**src/rtl/game_pkg.sv**
```systemverilog
// Shared encodings, widths and parameter defaults for the bomb game.
package game_pkg;

    typedef enum logic [1:0] {
        QI      = 2'b00,
        QGAME_1 = 2'b01,
        QGAME_2 = 2'b10,
        QDONE   = 2'b11
    } state_t;

    localparam int COORD_W = 10;
    localparam int DIST_W  = COORD_W + 1;
    localparam int RAD_W   = 6;
    localparam int SCORE_W = 4;

    localparam int DEF_FUSE_TICKS = 32;
    localparam int DEF_RAD_INIT   = 5;
    localparam int DEF_RAD_STEP   = 5;
    localparam int DEF_RAD_MAX    = 40;
    localparam int DEF_WIN_SCORE  = 10;

    function automatic logic [DIST_W-1:0] abs_diff(
        input logic [COORD_W-1:0] a,
        input logic [COORD_W-1:0] b
    );
        logic [DIST_W-1:0] w_a;
        logic [DIST_W-1:0] w_b;
        w_a = {1'b0, a};
        w_b = {1'b0, b};
        return (w_a >= w_b) ? (w_a - w_b) : (w_b - w_a);
    endfunction

endpackage

```
**src/rtl/bomb_arbiter.sv**
```systemverilog
// Two-way round-robin bomb arbiter; the pointer remembers the last winner.
module bomb_arbiter (
    input  logic clk,
    input  logic reset,
    input  logic i_en,
    input  logic i_req1,
    input  logic i_req2,
    output logic o_gnt1,
    output logic o_gnt2
);

    // Set when P2 won last, which gives P1 priority on a tie.
    logic r_last_p2;

    always_comb begin
        o_gnt1 = 1'b0;
        o_gnt2 = 1'b0;
        if (i_en) begin
            if (i_req1 && i_req2) begin
                o_gnt1 = r_last_p2;
                o_gnt2 = !r_last_p2;
            end else begin
                o_gnt1 = i_req1;
                o_gnt2 = i_req2;
            end
        end
    end

    always_ff @(posedge clk or negedge reset) begin
        if (!reset) begin
            r_last_p2 <= 1'b1;
        end else if (o_gnt1) begin
            r_last_p2 <= 1'b0;
        end else if (o_gnt2) begin
            r_last_p2 <= 1'b1;
        end
    end

endmodule

```
**src/rtl/bomb_game_controller.sv**
```systemverilog
// Two-player bomb game: one shared bomb slot, fuse, growing blast, scoring.
module bomb_game_controller
    import game_pkg::*;
#(
    parameter int FUSE_TICKS = DEF_FUSE_TICKS,
    parameter int RAD_INIT   = DEF_RAD_INIT,
    parameter int RAD_STEP   = DEF_RAD_STEP,
    parameter int RAD_MAX    = DEF_RAD_MAX,
    parameter int WIN_SCORE  = DEF_WIN_SCORE
) (
    input  logic               clk,
    input  logic               reset,
    input  logic               tick,
    input  logic               start,
    input  logic               p1_req,
    input  logic               p2_req,
    input  logic [COORD_W-1:0] p1_x,
    input  logic [COORD_W-1:0] p1_y,
    input  logic [COORD_W-1:0] p2_x,
    input  logic [COORD_W-1:0] p2_y,
    output logic               bomb_active,
    output logic [COORD_W-1:0] bomb_x,
    output logic [COORD_W-1:0] bomb_y,
    output logic [RAD_W-1:0]   bomb_rad,
    output logic               bomb_owner,
    output logic               p1_grant,
    output logic               p2_grant,
    output logic [SCORE_W-1:0] p1_score,
    output logic [SCORE_W-1:0] p2_score,
    output logic [1:0]         state
);

    localparam int FUSE_W = $clog2(FUSE_TICKS + 1);
    localparam logic [SCORE_W-1:0] L_WIN = SCORE_W'(WIN_SCORE);
    localparam logic [RAD_W-1:0]   L_MAX = RAD_W'(RAD_MAX);

    state_t             r_state;
    logic               r_active;
    logic [COORD_W-1:0] r_bx;
    logic [COORD_W-1:0] r_by;
    logic [RAD_W-1:0]   r_rad;
    logic               r_owner;
    logic               r_g1;
    logic               r_g2;
    logic [SCORE_W-1:0] r_s1;
    logic [SCORE_W-1:0] r_s2;
    logic [FUSE_W-1:0]  r_fuse;
    logic               r_h1;
    logic               r_h2;

    logic               w_arb_en;
    logic               w_g1;
    logic               w_g2;
    logic [DIST_W-1:0]  w_rad_ext;
    logic               w_hit1;
    logic               w_hit2;
    logic               w_new1;
    logic               w_new2;
    logic [SCORE_W-1:0] w_s1n;
    logic [SCORE_W-1:0] w_s2n;
    logic               w_win;
    logic [RAD_W:0]     w_rad_sum;
    logic [RAD_W-1:0]   w_rad_next;

    assign w_arb_en = tick && start && (r_state == QGAME_1) && !r_active;

    bomb_arbiter u_arb (
        .clk    (clk),
        .reset  (reset),
        .i_en   (w_arb_en),
        .i_req1 (p1_req),
        .i_req2 (p2_req),
        .o_gnt1 (w_g1),
        .o_gnt2 (w_g2)
    );

    assign w_rad_ext = {{(DIST_W - RAD_W){1'b0}}, r_rad};
    assign w_hit1 = (abs_diff(p1_x, r_bx) <= w_rad_ext)
                 && (abs_diff(p1_y, r_by) <= w_rad_ext);
    assign w_hit2 = (abs_diff(p2_x, r_bx) <= w_rad_ext)
                 && (abs_diff(p2_y, r_by) <= w_rad_ext);
    assign w_new1 = w_hit1 && !r_h1;
    assign w_new2 = w_hit2 && !r_h2;

    // Owner-hit credits the opponent, other-hit credits the owner:
    // either way the player who was not hit gains the point.
    assign w_s1n = (w_new2 && (r_s1 < L_WIN)) ? r_s1 + 1'b1 : r_s1;
    assign w_s2n = (w_new1 && (r_s2 < L_WIN)) ? r_s2 + 1'b1 : r_s2;
    assign w_win = (w_s1n == L_WIN) || (w_s2n == L_WIN);

    assign w_rad_sum  = {1'b0, r_rad} + (RAD_W + 1)'(RAD_STEP);
    assign w_rad_next = (w_rad_sum >= (RAD_W + 1)'(RAD_MAX))
                      ? L_MAX : w_rad_sum[RAD_W-1:0];

    always_ff @(posedge clk or negedge reset) begin
        if (!reset) begin
            r_state  <= QI;
            r_active <= 1'b0;
            r_bx     <= '0;
            r_by     <= '0;
            r_rad    <= '0;
            r_owner  <= 1'b0;
            r_g1     <= 1'b0;
            r_g2     <= 1'b0;
            r_s1     <= '0;
            r_s2     <= '0;
            r_fuse   <= '0;
            r_h1     <= 1'b0;
            r_h2     <= 1'b0;
        end else begin
            r_g1 <= 1'b0;
            r_g2 <= 1'b0;
            if (tick) begin
                unique case (r_state)
                    QI: begin
                        if (start) begin
                            r_s1     <= '0;
                            r_s2     <= '0;
                            r_h1     <= 1'b0;
                            r_h2     <= 1'b0;
                            r_active <= 1'b0;
                            r_state  <= QGAME_1;
                        end
                    end
                    QGAME_1: begin
                        if (!start) begin
                            r_state  <= QI;
                            r_active <= 1'b0;
                            r_rad    <= '0;
                            r_fuse   <= '0;
                        end else if (w_g1 || w_g2) begin
                            r_g1     <= w_g1;
                            r_g2     <= w_g2;
                            r_owner  <= w_g2;
                            r_bx     <= w_g2 ? p2_x : p1_x;
                            r_by     <= w_g2 ? p2_y : p1_y;
                            r_active <= 1'b1;
                            r_fuse   <= FUSE_W'(FUSE_TICKS);
                        end else if (r_active) begin
                            r_fuse <= r_fuse - 1'b1;
                            if (r_fuse == FUSE_W'(1)) begin
                                r_state <= QGAME_2;
                                r_rad   <= RAD_W'(RAD_INIT);
                                r_h1    <= 1'b0;
                                r_h2    <= 1'b0;
                            end
                        end
                    end
                    QGAME_2: begin
                        r_h1 <= r_h1 | w_hit1;
                        r_h2 <= r_h2 | w_hit2;
                        r_s1 <= w_s1n;
                        r_s2 <= w_s2n;
                        if (w_win) begin
                            r_state  <= QDONE;
                            r_active <= 1'b0;
                            r_rad    <= '0;
                        end else if (!start) begin
                            r_state  <= QI;
                            r_active <= 1'b0;
                            r_rad    <= '0;
                        end else if (r_rad == L_MAX) begin
                            r_state  <= QGAME_1;
                            r_active <= 1'b0;
                            r_rad    <= '0;
                        end else begin
                            r_rad <= w_rad_next;
                        end
                    end
                    QDONE: begin
                        if (!start) begin
                            r_state <= QI;
                        end
                    end
                    default: ;
                endcase
            end
        end
    end

    assign state       = r_state;
    assign bomb_active = r_active;
    assign bomb_x      = r_bx;
    assign bomb_y      = r_by;
    assign bomb_rad    = r_rad;
    assign bomb_owner  = r_owner;
    assign p1_grant    = r_g1;
    assign p2_grant    = r_g2;
    assign p1_score    = r_s1;
    assign p2_score    = r_s2;

endmodule

```
**config.mk**
```make
export PLATFORM = sky130hd
export DESIGN_NAME = bomb_game_controller
export DESIGN_NICKNAME = d
export VERILOG_FILES = /design/src/rtl/game_pkg.sv /design/src/rtl/bomb_arbiter.sv /design/src/rtl/bomb_game_controller.sv
export SDC_FILE = /design/constraint.sdc
export NUM_CORES = 1
export LEC_CHECK = 0
export CAP_MARGIN = 20
export CORE_AREA = 2 2 159 161
export CTS_BUF_LIST = sky130_fd_sc_hd__clkbuf_16
export DETAILED_ROUTE_END_ITERATION = 8
export DIE_AREA = 0 0 161 163
export GPL_TIMING_DRIVEN = 0
export PLACE_DENSITY = 0.46
export RECOVER_POWER = 100
export SLEW_MARGIN = 15
export SYNTH_ARGS = -nofsm -noshare
export SYNTH_HDL_FRONTEND = slang
export SYNTH_SLANG_ARGS = --single-unit
```
**constraint.sdc**
```tcl
create_clock -name clk -period 9.2 [get_ports clk]
set_clock_uncertainty 0.15 [all_clocks]
set_input_delay 0.92 -clock clk [delete_from_list [all_inputs] [get_ports clk]]
set_output_delay 0.92 -clock clk [all_outputs]
set_load 0.02 [all_outputs]
```
==> results.cfg <==
[run_status]
status = complete, but fails checks
violations = capacitance limit, slew limit

[logic_synthesis]
ys_top_cells_by_count = ha_1, inv_1, nand2_1
synth_flop_cell = dfrtp_1
synth_top_area_share = 0.1978
synth-adder-area-share = 0.2198
synth-edff-count = 0
synth_area_leaders = ha_1, dfrtp_1, inv_1
ys_types = 81
synth-compound-area-share = 0.2647
synth_warnings = 0
syn_area_um2 = 7274
ys_ff_latch = 49
yosysTopAreaCell = ha_1
yosys-mux-area-fraction = 0.04455
synthCells = 944
synth_most_common_cell = ha_1
syn_area_per_cell_um2 = 7.706
synthArstFlopShare = 1.000
synth_top_family_by_area = compound AO/OA/AOI/OAI gates
synthSimpleGateAreaFrac = 0.1911
synth-xor-area-share = 0.03371
synthesis.nets = 1113
yosysSeqAreaShare = 0.1687

[run]
cap_violations = 1

[critical_path]
rrSetupSlack_ns = 2.62
arrival_ns = 7.39
critical_path_class = in2reg
cp_max_fo = 10
r2r_cells = 23
r2r-end = bomb_rad[2]$_DFFE_PN0P_
crit_path_start_kind = input pin
worst_setup_path_end_kind = flop
cp_data_required_time_ns = 9.22
timing.rr.start = bomb_x[6]$_DFFE_PN0P_

[layout]
syn2layout_area_growth_pct = 19.11
post-route-util = 0.3512
nNetsFinal = 1204
nFillCells = 2673
drive_gt1_frac = 0.03861

[cts]
postCtsSetupBuffers = 0
ctsResizeCount = 0
path_clk_slew_ns = 0.07
cts_buffers = 5
cts_hold_buf = 0
cts_tree = yes
clock_latency_ns = 0.30
clock-sinks = 49
cts-root-buf = clkbuf_16
clk_path_buf_depth = 2
htree_levels = 2

[sta]
slew_violations = 50
final.min_clock_period_ns = 7.365
period_share = 0.8006
slew_headroom = -0.9907
worst_pin_slew_ns = 2.986
rsz0062_at_grt = no
setup_violations = 0
clock.fmax_ghz = 0.1358
hold_viol = 0
fin_setup_tns_ns = 0

[floorplanning]
rows = 58
core_area_um2 = 24670
die_area_um2 = 26240
initial_core_util = 0.2948
ioPinCount = 86
dieWidth_um = 161
chipHeight_um = 163

[global_route]
use_met1 = 0.2477
use_met2 = 0.3078
grt_max_degree = 50
grt.total_usage = 0.1809
antenna_found_initial = 2
grt.met3_usage = 0.02699
grt_pass1_wl_um = 38000
busiest_layer = met2
grt.overflow.total = 0
grt_pass1_vias = 6959

[placement]
portBuffers = 84
gp_congestion = 0.8147
hpwl_um = 19190

[power_and_ir_drop]
p_leak_uw = 0.004089
p_per_area_nw_per_um2 = 344.8
irDropWorstVdd_mv = 0.1028

[routing]
via_per_inst = 5.234
wire_per_inst_um = 17.27
first_pass_iters = 5
vias = 7155
first_iter_violations = 309
wl_um = 23600
postRouteAntennaNets = 0
drc_errors = 0

[worst_hold_path]
min_delay_path_depth = 2
worstHoldEndpoint = bomb_owner$_DFFE_PN0P_
hold_path_startpoint = bomb_owner$_DFFE_PN0P_
min_path_type = reg2reg
==> critical path: stages <==
cell,delay [ns]
dlygate4sd3_1,0.63
inv_1,0.07
ha_1,0.28
clkbuf_1,0.21
a211oi_1,0.40
nand2_1,0.11
o21ai_0,0.40
a21o_1,0.26
clkbuf_1,0.47
mux2_2,0.40
a21oi_1,0.20
o21ai_0,0.13
xor2_1,0.17
ha_1,0.31
and3_1,0.19
a221o_1,0.32
a22oi_1,0.27
o221a_2,0.24
o2111ai_1,0.21
o41ai_1,0.40
a211oi_1,0.14
clkbuf_1,0.32
a32oi_1,0.25
o22ai_1,0.10
==> area by class of cell <==
| type | count | area, um2 | area share |
|---|---|---|---|
| diodes | 1 | 2.502 | 0.0002888 |
| plain buffers | 39 | 173.9 | 0.02007 |
| clock buffers | 5 | 125.1 | 0.01444 |
| clock inverters | 3 | 37.54 | 0.004332 |
| inverters | 103 | 386.6 | 0.04462 |
| multi-input cells | 753 | 5464 | 0.6306 |
| flip-flops and latches | 49 | 1227 | 0.1417 |
| well taps | 330 | 412.9 | 0.04765 |
| repair buffers | 84 | 834.6 | 0.09632 |
==> through the flow <==
| stage | instance area [um2] | setup slack (ns) | hold WS (ns) | total power (uW) | instances |
|---|---|---|---|---|---|
| 4_1_cts | 8688 | 2.179 | 0.3411 | 3031 | 1366 |
| 3_3_place_gp | 8528 | 1.870 | 0.3128 | 2793 | 1358 |
| 2_1_floorplan | 7274 | 3.410 | 0.3012 | 2116 | 944 |
| 3_5_place_dp | 8526 | 1.909 | 0.3242 | 2791 | 1358 |
| 5_1_grt | 8662 | 1.258 | 0.3750 | 3307 | 1366 |
| 6_report | 8665 | 1.835 | 0.3401 | 2987 | 1367 |
==> worst max-delay path by stage <==
stage / from / end / slack [ns]
after detailed placement: p1_x[4] / state[1]$_DFFE_PN0P_ / 1.91
after global placement: p1_x[4] / state[1]$_DFFE_PN0P_ / 1.87
after CTS: p1_x[4] / state[1]$_DFFE_PN0P_ / 2.18
final: p1_x[4] / bomb_rad[2]$_DFFE_PN0P_ / 1.83
after global routing: p2_x[6] / bomb_rad[2]$_DFFE_PN0P_ / 1.26
after floorplan: p1_x[4] / state[1]$_DFFE_PN0P_ / 3.41
==> power by group <==
| part | total, uW | internal [uW] | switching [uW] | leakage (uW) |
|---|---|---|---|---|
| registers | 422 | 290 | 132 | 0.000617 |
| logic | 2350 | 999 | 1350 | 0.00339 |
| clock network | 218 | 127 | 91.6 | 0.0000826 |
==> per-layer routing <==
metal	vias to the layer above	wire, um	share of wire
li1	3592	-	-
met2	146	11060	0.47
met3	12	893	0.038
met4	2	182	0.0077
met1	3403	11460	0.49
met5	-	13	0.00055
==> cells in the final DEF (no fill, tap or decap), types with 26 or more instances in the layout <==
cell and instances:
ha_1 115, inv_1 104, nand2_1 96, nor2_1 75, a21oi_1 64, dfrtp_1 48, o21ai_0 44, dlygate4sd3_1 43
clkdlybuf4s50_1 40, a31oi_1 34, a21o_1 33, clkbuf_1 30, nand3_1 26
==> kinds of logic after synthesis <==
family          after synthesis
compound gates              284
xor+xnor                     28
fa+ha+maj                   123
buf+inv                     142
flops                        49
mux                          31
simple gates                287
==> sequential cells by signal, summed over array words and instances (netlist names) <==
signal	cells
bomb_rad	6
p1_grant	1
p1_score	4
p2_grant	1
bomb_active	1
bomb_y	10
r_fuse	6
p2_score	4
r_h2	1
u_arb.r_last_p2	1
bomb_owner	1
r_h1	1
bomb_x	10
state	2
Power figures use the tool's default switching activity.
